--- src/rtl/load_store_unit.sv ---
// Load/store unit: runs one data-memory transaction per load or store instruction.
// The transaction uses a request/grant/response bus. The unit stalls the core while
// the access is in flight, and it flags misaligned or illegal accesses without
// touching memory.
//
// Ports:
//   clk, rst            clock and synchronous active-high reset
//   req_valid/req_write  access request and direction (1 = store)
//   req_funct3           RV32I funct3 giving size and signedness
//   alu_result           effective address
//   store_data           rs2 value, unshifted
//   stall                hold PC and register-file write
//   lsu_done             one-cycle completion pulse
//   load_data            extended load result
//   misaligned_fault     misaligned access or illegal funct3
//   mem_*                request/grant/response memory bus
module load_store_unit #(
  parameter int unsigned XLEN = 32
) (
  input  logic            clk,
  input  logic            rst,
  input  logic            req_valid,
  input  logic            req_write,
  input  logic [2:0]      req_funct3,
  input  logic [XLEN-1:0] alu_result,
  input  logic [XLEN-1:0] store_data,
  output logic            stall,
  output logic            lsu_done,
  output logic [XLEN-1:0] load_data,
  output logic            misaligned_fault,
  output logic            mem_req,
  output logic            mem_we,
  output logic [XLEN-1:0] mem_addr,
  output logic [XLEN-1:0] mem_wdata,
  output logic [3:0]      mem_be,
  input  logic            mem_gnt,
  input  logic            mem_rvalid,
  input  logic [XLEN-1:0] mem_rdata
);

  typedef enum logic [1:0] {StIdle, StReq, StWait, StDone} state_e;

  state_e          state_q;
  logic            mem_req_q, mem_we_q, lsu_done_q;
  logic [XLEN-1:0] mem_addr_q, mem_wdata_q, load_data_q;
  logic [3:0]      mem_be_q;
  logic [2:0]      funct3_q;
  logic [1:0]      off_q;

  logic            legal;
  logic [1:0]      off;
  logic [XLEN-1:0] wdata_d, load_data_d, rdata_sh;
  logic [3:0]      be_d;
  logic [7:0]      rbyte;
  logic [15:0]     rhalf;

  assign off = alu_result[1:0];

  // Legality check covers both the funct3 encoding and the natural alignment.
  always_comb begin
    legal = 1'b0;
    unique case (req_funct3)
      3'd0:       legal = 1'b1;
      3'd1:       legal = ~off[0];
      3'd2:       legal = (off == 2'b00);
      3'd4:       legal = ~req_write;
      3'd5:       legal = ~req_write & ~off[0];
      default:    legal = 1'b0;
    endcase
  end

  // Store lane placement; loads reuse the same byte-enable pattern.
  always_comb begin
    be_d    = 4'hF;
    wdata_d = store_data;
    unique case (req_funct3[1:0])
      2'd0: begin
        be_d    = 4'b0001 << off;
        wdata_d = {4{store_data[7:0]}};
      end
      2'd1: begin
        be_d    = off[1] ? 4'b1100 : 4'b0011;
        wdata_d = {2{store_data[15:0]}};
      end
      default: begin
        be_d    = 4'hF;
        wdata_d = store_data;
      end
    endcase
  end

  // Load extraction uses the latched offset and funct3 because the request inputs
  // belong to the retiring instruction and are not guaranteed stable.
  assign rdata_sh = mem_rdata >> {off_q, 3'b000};
  assign rbyte    = rdata_sh[7:0];
  assign rhalf    = off_q[1] ? mem_rdata[31:16] : mem_rdata[15:0];

  always_comb begin
    load_data_d = mem_rdata;
    unique case (funct3_q)
      3'd0:    load_data_d = {{(XLEN-8){rbyte[7]}}, rbyte};
      3'd1:    load_data_d = {{(XLEN-16){rhalf[15]}}, rhalf};
      3'd4:    load_data_d = {{(XLEN-8){1'b0}}, rbyte};
      3'd5:    load_data_d = {{(XLEN-16){1'b0}}, rhalf};
      default: load_data_d = mem_rdata;
    endcase
  end

  always_ff @(posedge clk) begin
    if (rst) begin
      state_q     <= StIdle;
      mem_req_q   <= 1'b0;
      mem_we_q    <= 1'b0;
      mem_addr_q  <= '0;
      mem_wdata_q <= '0;
      mem_be_q    <= 4'h0;
      funct3_q    <= 3'd0;
      off_q       <= 2'd0;
      lsu_done_q  <= 1'b0;
      load_data_q <= '0;
    end else begin
      lsu_done_q <= 1'b0;
      unique case (state_q)
        StIdle: begin
          if (req_valid && legal) begin
            mem_req_q   <= 1'b1;
            mem_we_q    <= req_write;
            mem_addr_q  <= {alu_result[XLEN-1:2], 2'b00};
            mem_wdata_q <= wdata_d;
            mem_be_q    <= be_d;
            funct3_q    <= req_funct3;
            off_q       <= off;
            state_q     <= StReq;
          end
        end
        StReq: begin
          if (mem_gnt) begin
            mem_req_q <= 1'b0;
            state_q   <= StWait;
          end
        end
        StWait: begin
          if (mem_rvalid) begin
            if (!mem_we_q) load_data_q <= load_data_d;
            lsu_done_q <= 1'b1;
            state_q    <= StDone;
          end
        end
        // req_valid is still high for the retiring instruction here; never relaunch.
        StDone:  state_q <= StIdle;
        default: state_q <= StIdle;
      endcase
    end
  end

  assign misaligned_fault = (state_q == StIdle) & req_valid & ~legal;
  assign stall = ((state_q == StIdle) & req_valid & legal) |
                 (state_q == StReq) | (state_q == StWait);

  assign mem_req   = mem_req_q;
  assign mem_we    = mem_we_q;
  assign mem_addr  = mem_addr_q;
  assign mem_wdata = mem_wdata_q;
  assign mem_be    = mem_be_q;
  assign lsu_done  = lsu_done_q;
  assign load_data = load_data_q;

endmodule

--- config.mk ---
export PLATFORM = sky130hd
export DESIGN_NAME = load_store_unit
export DESIGN_NICKNAME = d
export VERILOG_FILES = /design/src/rtl/load_store_unit.sv
export SDC_FILE = /design/constraint.sdc
export NUM_CORES = 1
export LEC_CHECK = 0
export CORE_MARGIN = 3
export CORE_UTILIZATION = 35
export CTS_CLUSTER_DIAMETER = 60
export DETAILED_ROUTE_END_ITERATION = 10
export DONT_BUFFER_PORTS = 1
export GPL_ROUTABILITY_DRIVEN = 1
export PLACE_DENSITY = 0.55
export SYNTH_ARGS = -nofsm -noshare
export SYNTH_HDL_FRONTEND = slang
export SYNTH_SLANG_ARGS = --single-unit
--- constraint.sdc ---
create_clock -name clk -period 2.4 [get_ports clk]
set_input_delay 0.24 -clock clk [delete_from_list [all_inputs] [get_ports clk]]
set_output_delay 0.24 -clock clk [all_outputs]
set_load 0.05 [all_outputs]
== Word-level counts from Yosys, hierarchy flattened ==
Cells that the tools add are included.
Widths: inputs -> output; s select.

* Flip-flop bits (word level): 108
* Output and inout bits: 105
* Word-level logic and storage cells: 63

* Eq/ne operators: 14
* Shifts and indexed selects: 2
* Muxes and demuxes: 14
* Bitwise logic cells: 11
* Reduce and logical (&&, ||, !) cells: 12

{| class="wikitable"
|+ Operators by type and width
! cell !! count
|-
| $pmux 32 s4 || 1
|-
| $pmux 32 s2 || 1
|-
| $shr 32x5->8 || 1
|-
| $mux 16 || 1
|-
| $eq 3x3->1 const B || 4
|-
| $reduce_and 3->1 || 3
|-
| $pmux 2 s4 || 1
|-
| $pmux 4 s2 || 1
|-
| $eq 3x1->1 const B || 2
|-
| $logic_not 2->1 || 3
|-
| $logic_not 3->1 || 2
|-
| $mux 2 || 3
|-
| $ne 2x2->1 const B || 3
|-
| $not 1->1 || 5
|-
| $pmux 1 s5 || 1
|-
| $and 1x1->1 || 4
|-
| $eq 2x1->1 const B || 2
|-
| $eq 2x2->1 const B || 2
|-
| $mux 4 || 1
|-
| $shl 1x2->4 const A || 1
|-
| $eq 3x2->1 const B || 1
|-
| $mux 1 || 3
|-
| $or 1x1->1 || 2
|-
| $pmux 1 s2 || 1
|-
| 4 further kinds || 4
|}

== Logic depth before layout (Yosys ltp) ==
Gate-level depths: netlist of run 1.

* Depth in word-level cells: 6
* Mapped depth: 8
* Depth with buffers taken out: 6

== Worst setup path before layout of run 1 ==
No wires, ideal clock.

* Path type: flip-flop to flip-flop
* Start: register state_q[0]
* End: register load_data_q[21], in the netlist load_data[21]
* Library setup time: 0.134 ns
* Arrival: 1.727 ns
* Path slack: 0.539 ns
* Stages on the path, launching flop included: 9
* Path buffers: 2
* Cell sequence: dfxtp_1 inv_1 ha_1 nand2_1 or2_2 clkbuf_1 nor2_1 buf_2 a211oi_1

* Word-level cells in the longest chain between the ends: 2

{| class="wikitable"
|+ RTL lines
! element !! RTL line !! source
|-
| start: declaration || 43 || <nowiki>state_e state_q;</nowiki>
|-
| start signal: assignment || 111 || <nowiki>state_q <= StIdle;</nowiki>
|-
| start signal: assignment || 133 || <nowiki>state_q <= StReq;</nowiki>
|-
| start signal: assignment || 139 || <nowiki>state_q <= StWait;</nowiki>
|-
| $eq 2x2->1 || 123 || <nowiki>unique case (state_q)</nowiki>
|-
| $reduce_and 3->1 (no line) || -- ||
|-
| end signal: assignment || 144 || <nowiki>if (!mem_we_q) load_data_q <= load_data_d;</nowiki>
|-
| end: declaration || 45 || <nowiki>logic [XLEN-1:0] mem_addr_q, mem_wdata_q, load_data_q;</nowiki>
|}

No other way between the ends.
A chain may end at the register's enable or synchronous reset.

== Final worst setup path of run 1 ==
* Start: register state_q[0]
* End: register load_data_q[9], in the netlist load_data[9]

Same word-level chain as after synthesis.

==> results of run 1 <==
-- flip-flops by register name, summed over array words and instances (netlist names), 2 cells and up --
name / cells
load_data: 32
state_q: 2
funct3_q: 3
mem_be: 4
mem_wdata: 32
off_q: 2
mem_addr: 30
-- worst max path at each step --
stage,end,slack [ps],depth (start not counted),start
after floorplan,load_data[21],540,8,state_q[0]
after global routing,load_data[13],110,6,state_q[0]
after global placement,load_data[9],440,6,state_q[0]
final,load_data[9],300,6,state_q[0]
after detailed placement,load_data[10],330,6,state_q[0]
after CTS,stall,300,6,state_q[0]
-- per-layer routing --
metal / wire length [µm] / global-route usage, % / part of all wire, %
met3: 1470 / 6.49 / 10
met1: 6110 / 23.8 / 42
met5: 0 / 0 / 0
met2: 6590 / 27.5 / 45
met4: 349 / 7.67 / 2.4
-- cell families after synthesis --
| family | count (synthesis) | synth area share [%] |
|---|---|---|
| simple gates | 252 | 22.1 |
| compound gates | 159 | 21.6 |
| flops | 108 | 44.3 |
| buf+inv | 60 | 5.08 |
| mux | 26 | 5.77 |
| fa+ha+maj | 4 | 1.03 |
| other cells | 1 | 0.0768 |
-- area by class of cell --
| type | instances | area [µm²] |
|---|---|---|
| clock buffer | 12 | 256 |
| tap | 176 | 220 |
| inverter | 7 | 26.3 |
| multi-input combinational | 443 | 2480 |
| sequential | 108 | 2160 |
| timing repair buffer | 11 | 128 |
| clock inverter | 2 | 35.0 |
| fill | 1419 | 8140 |
-- per-stage QoR --
step	hold WS [ps]	std cells	setup WS (ps)	total power (µW)
after floorplan	376	611	539	3120
after global placement	317	744	437	3260
after detailed placement	319	744	332	3280
after CTS	5.15	759	298	4820
after global routing	17.5	759	113	5010
final	28.7	759	297	4760
-- cell usage after synthesis, types with 7 or more instances --
| library cell | number |
|---|---|
| o211ai_1 | 8 |
| dfxtp_1 | 108 |
| buf_2 | 12 |
| mux2i_1 | 18 |
| mux2_2 | 7 |
| nor2_1 | 67 |
| nand2_1 | 147 |
| o21ai_0 | 12 |
| a211o_1 | 7 |
| a211oi_1 | 35 |
| clkbuf_1 | 34 |
| nand3b_1 | 7 |
| a21oi_1 | 63 |
| nor3b_1 | 7 |
| a311oi_1 | 11 |
| o31ai_1 | 7 |
| a2111oi_0 | 7 |
| and3b_1 | 7 |
-- where the power goes --
part           switching, µW  internal [µW]  total, µW
clock network            641            854       1500
registers                585           1950       2530
logic                    447            288        735
total                   1670           3090       4760
-- worst max-delay path, cell delays in order, from the launching register on --
cell and delay, ps:
dfxtp_1 320, inv_1 120, ha_1 240, nand2_1 130, or2_2 470, a211oi_2 480
a2111oi_0 200
==> metrics.md, run 1 <==
| Metric | Value |
|---|---|
| CORE AREA | around 13000 µm² |
| Gate count of the mapped netlist | about 600 |
| Initial antenna violation count | 0 |
| R2r setup slk | 300 ps |
| Crit path time final | about 2100 ps |
| Clk_skew | 6.59 ps |
| Synth top area cells | dfxtp_1 (44%), nand2_1 (11%), a21oi_1 (6.5%) |
| Synthesized area | around 4900 µm² |
| Most used DFF post-synth | dfxtp_1 |
| Post-synth ARST share | 0% |
| First-pass iteration count of the detailed router | 5 |
| Vias | approximately 4.2k |
| Commonest non-fill, non-tap cell in the layout | nand2_1 |
| Fmax | 0.475 GHz |
| CTS hold repair buffers | 1 |
| CTS Buf Count | 9 |
| Die Ht | around 120 µm |
| DRC | 0 |
| Period utilization | between 80 and 90% |
| H-tree depth | 3 |
| Die area | roughly 15000 µm² |
| Status | complete, no violations |
| Mean post-synth cell area | between 7 and 8 µm² |
| Routed wire length | approximately 15000 µm |
| GP Congestion | 0.837 |
| Clk root buf | clkbuf_16 |
| Final instance area | about 5300 µm² |
| Top Ports | 210 |
| Max Cap Violations | 0 |
| CTS resizes | 0 |
| Final Util | between 30% and 40% |
| Worst-margin pin slew | 957 ps |
| Setup Viol. Count Final | 0 |
| Antenna diodes | 0 |
| Hold Path Class | in -> reg |
| Area Growth Syn to Fin | 8.82% |
| Post-synthesis sequential area ratio | 44.3% |
| Largest net degree at the start of global routing | ~100 |
| Relative slew slack | between 30% and 40% |
| Critical Path Source Type | register |
| CP required | about 2600 ps |
| Cell Area, Placed | 4990 µm² |
| Worst setup EP type | register |
| Yosys warnings | 0 |
| Hold wc startpoint | alu_result[17] |
| Worst Path Class, Setup | reg -> reg |
| Post-DP HPWL | a little over 10000 µm |
| Port bufs | 0 |
| Crit-path max FO | 18 |
| Post-synth cell types | 39 |
| Average via count per standard cell | 5.52 |
| Arrival time of the worst setup path | around 2300 ps |
| Routed Antenna Nets | 0 |
| Yosys top cell area share | between 40% and 50% |
| Post-synth EDFFs | 0 |
| GRT Residual Overflow | 0 |
| VDD IR-drop max | between 300 and 400 µV |
| Max Buffers Root-to-Sink | 2 |
| Reg clk slew, reported paths | 70 ps |
| Clock Sink Count | ~110 |
| Hold Fails Final Rpt | 0 |
| Hold Path Cell Cnt | 2 |
| Yosys top cell by area | dfxtp_1 |
| Power Density | between 800 and 900 nW/µm² |
| Max Slew Vio Count | 0 |
| Hold EP | mem_addr[17] |
| Overall die width | about 120 µm |
| Vias in the first global route | 3846 |
| GRT Util Overall | 18.3% |
| Nets | a little under 700 |
| Global-route wire length before repair | approximately 22000 µm |
| Worst reg-to-reg path cell count | 6 |
| Synth Register Bits | 108 |
| Reg2reg start | state_q[0] |
| Setup TNS | 0 ps |
| Layout cells sized above 1 | under 10% |
| Worst-Skew Late Latency | 350 ps |
| Wire per inst | between 15 and 20 µm |
| RSZ-0062 raised after global routing | no |
| DRT iter0 DRCs | just under 300 |
| RR Endpoint | load_data[9] |
| Postcts setup bufs | 0 |
| Rows | 42 |
| P_leak | 0.00178 µW |
| CTS tree | done |
| Commonest non-fill, non-tap cells in the layout | nand2_1 (147), dfxtp_1 (108), nor2_1 (67) |
| Starting Density | a little over a third |
Power figures use the tool's default switching activity.
==> run 2: changes to the inputs <==
--- a/config.mk
+++ b/config.mk
@@ -5,7 +5,7 @@
 export SDC_FILE = /design/constraint.sdc
 export NUM_CORES = 1
 export LEC_CHECK = 0
-export CORE_MARGIN = 3
+export CORE_MARGIN = 5
 export CORE_UTILIZATION = 35
 export CTS_CLUSTER_DIAMETER = 60
 export DETAILED_ROUTE_END_ITERATION = 10
==> metrics.md, run 2 (same netlist as run 1, synthesis figures left out) <==
| Metric | Value |
|---|---|
| Nets | 691 (+0.29%) |
| Worst Path Class, Setup | reg -> reg |
| Routed wire length | 14800 µm (+1.8%) |
| Overall die width | 128 µm (+3.2%) |
| Routed Antenna Nets | 0 (unchanged) |
| Postcts setup bufs | 0 (unchanged) |
| Period utilization | 84.5% (-3.1 points) |
| Die Ht | 128 µm (+3.2%) |
| CORE AREA | 13800 µm² (+2.4%) |
| Clock Sink Count | 108 (unchanged) |
| Crit path time final | 2030 ps (-74.0 ps) |
| Vias in the first global route | 3940 (+2.4%) |
| Critical Path Source Type | register |
| Overall Power | 4870 µW (+2.3%) |
| Relative slew slack | 62.6% (+26 points) |
| Status | complete, no violations |
| Rows | 43 (+2.4%) |
| Antenna diodes | 0 (unchanged) |
| Worst-Skew Late Latency | 350 ps (about the same) |
| RSZ-0062 raised after global routing | no |
| DRT iter0 DRCs | 230 (-22%) |
| Final Util | 38.9% (-0.59 points) |
| Hold Fails Final Rpt | 0 (unchanged) |
| GRT Util Overall | 17.5% (-0.76 points) |
| Worst-margin pin slew | 560 ps (-398 ps) |
| Port bufs | 0 (unchanged) |
| Initial antenna violation count | 0 (unchanged) |
| Worst setup EP type | register |
| Global-route wire length before repair | 22600 µm (+3.0%) |
| Setup TNS | 0 ps (unchanged) |
| Area of the multi-input gates | 2480 µm² (about the same) |
| Vias | 4174 (-0.41%) |
| Max Cap Violations | 0 (unchanged) |
| CTS tree | done |
| Reg clk slew, reported paths | 70 ps (about the same) |
| Arrival time of the worst setup path | 2220 ps (-70 ps) |
| Cell Area, Placed | 5010 µm² (+0.38%) |
| Critical path launch point | state_q[0] |
| Largest net degree at the start of global routing | 101 (unchanged) |
| Commonest non-fill, non-tap cells in the layout | nand2_1 (147), dfxtp_1 (108), nor2_1 (67) |
| Placed Cells | 750 (+0.81%) |
| Die area | 16400 µm² (+6.6%) |
| Average via count per standard cell | 5.44 (-1.4%) |
| Max Slew Vio Count | 0 (unchanged) |
| GP Congestion | 0.882 (+5.4%) |
| VDD IR-drop max | 328 µV (-9.3%) |
| GRT Residual Overflow | 0 (unchanged) |
| First-pass iteration count of the detailed router | 4 (-1) |
| CTS Buf Count | 9 (unchanged) |
| Power Density | 910 nW/µm² (+1.5%) |
| Layout cells sized above 1 | 7.16% (+0.47 points) |
| Clk_skew | 5.65 ps (-0.937 ps) |
| Top Ports | 210 (unchanged) |
| Reg2reg start | state_q[0] |
| Register Area | 2160 µm² (unchanged) |
| Hold wc startpoint | alu_result[8] |
| Commonest non-fill, non-tap cell in the layout | nand2_1 |
| Max Buffers Root-to-Sink | 2 (unchanged) |
| P_leak | 0.00180 µW (+1.3%) |
| Fmax | 0.493 GHz (+3.6%) |
| Filler cell count | 1458 (+2.7%) |
| DRC | 0 (unchanged) |
| CP required | 2600 ps (+20 ps) |
| Area Growth Syn to Fin | 9.74% |
| Wire per inst | 19.3 µm (+0.72%) |
| Setup Viol. Count Final | 0 (unchanged) |
| Final instance area | 5360 µm² (+0.85%) |
| Post-DP HPWL | 10600 µm (+4.4%) |
| Hold Path Class | in -> reg |
| Clk root buf | clkbuf_16 |
| Crit-path max FO | 18 (unchanged) |
| Starting Density | 35.4% (-0.84 points) |
| CTS resizes | 0 (unchanged) |
| Fin cells | 767 (+1.1%) |
| H-tree depth | 3 (unchanged) |
==> run 2: cell types whose count changed in the layout (fill, tap and decap cells not counted), sizes merged <==
| cell | previous run | this run |
|---|---|---|
| bufinv | 1 | 2 |
| buf | 11 | 13 |
| clkbuf | 12 | 11 |
| clkinv | 2 | 4 |
==> run 2: final timing paths <==
check | end | cells after the start | slack, ps
worst max-delay path | load_data[11] | 6 | 370
worst min-delay path | mem_addr[8] | 2 | 20
worst max register to register | load_data[11] | 6 | 370
worst min register to register | funct3_q[2] | 2 | 480
==> run 2: area by class of cell <==
class	count	share of cell area, %
clock buffers	11	4.53
clock inverters	5	1.40
inverters	7	0.491
multi-input cells	443	46.3
flip-flops and latches	108	40.4
well taps	180	4.21
repair buffers	13	2.66
==> run 2: repair_timing <==
item,in CTS,in global routing
hold endpoints to repair,100,0
hold buffers,1,0
endpoints found under the setup margin,0,0
==> run 2: through the flow <==
step | hold WS [ps] | setup slack (ps)
CTS | 2.61 | 349
finish | 22.6 | 371
global route | 6.86 | 158
global placement | 326 | 490
floorplan | 376 | 539
detailed placement | 333 | 373
==> run 2: power breakdown <==
part	internal, µW	leakage [µW]	switching, µW	total, µW
clock	939	0.000159	658	1600
combinational	293	0.000764	448	741
sequential	1940	0.000877	589	2530
==> run 2: layer usage <==
metal	track usage, %	part of all wire, %	wire, µm
met1	22.7	43	6340
met2	26.6	45	6710
met3	6.33	9.4	1390
met4	6.80	2.3	342
met5	0	0	0
==> run 2: critical path, cell delays in order, from the launching register on <==
cell	delay [ps]
dfxtp_1	320
inv_1	120
ha_1	220
nand2_1	110
or2_2	460
a211oi_2	460
a2111oi_0	190
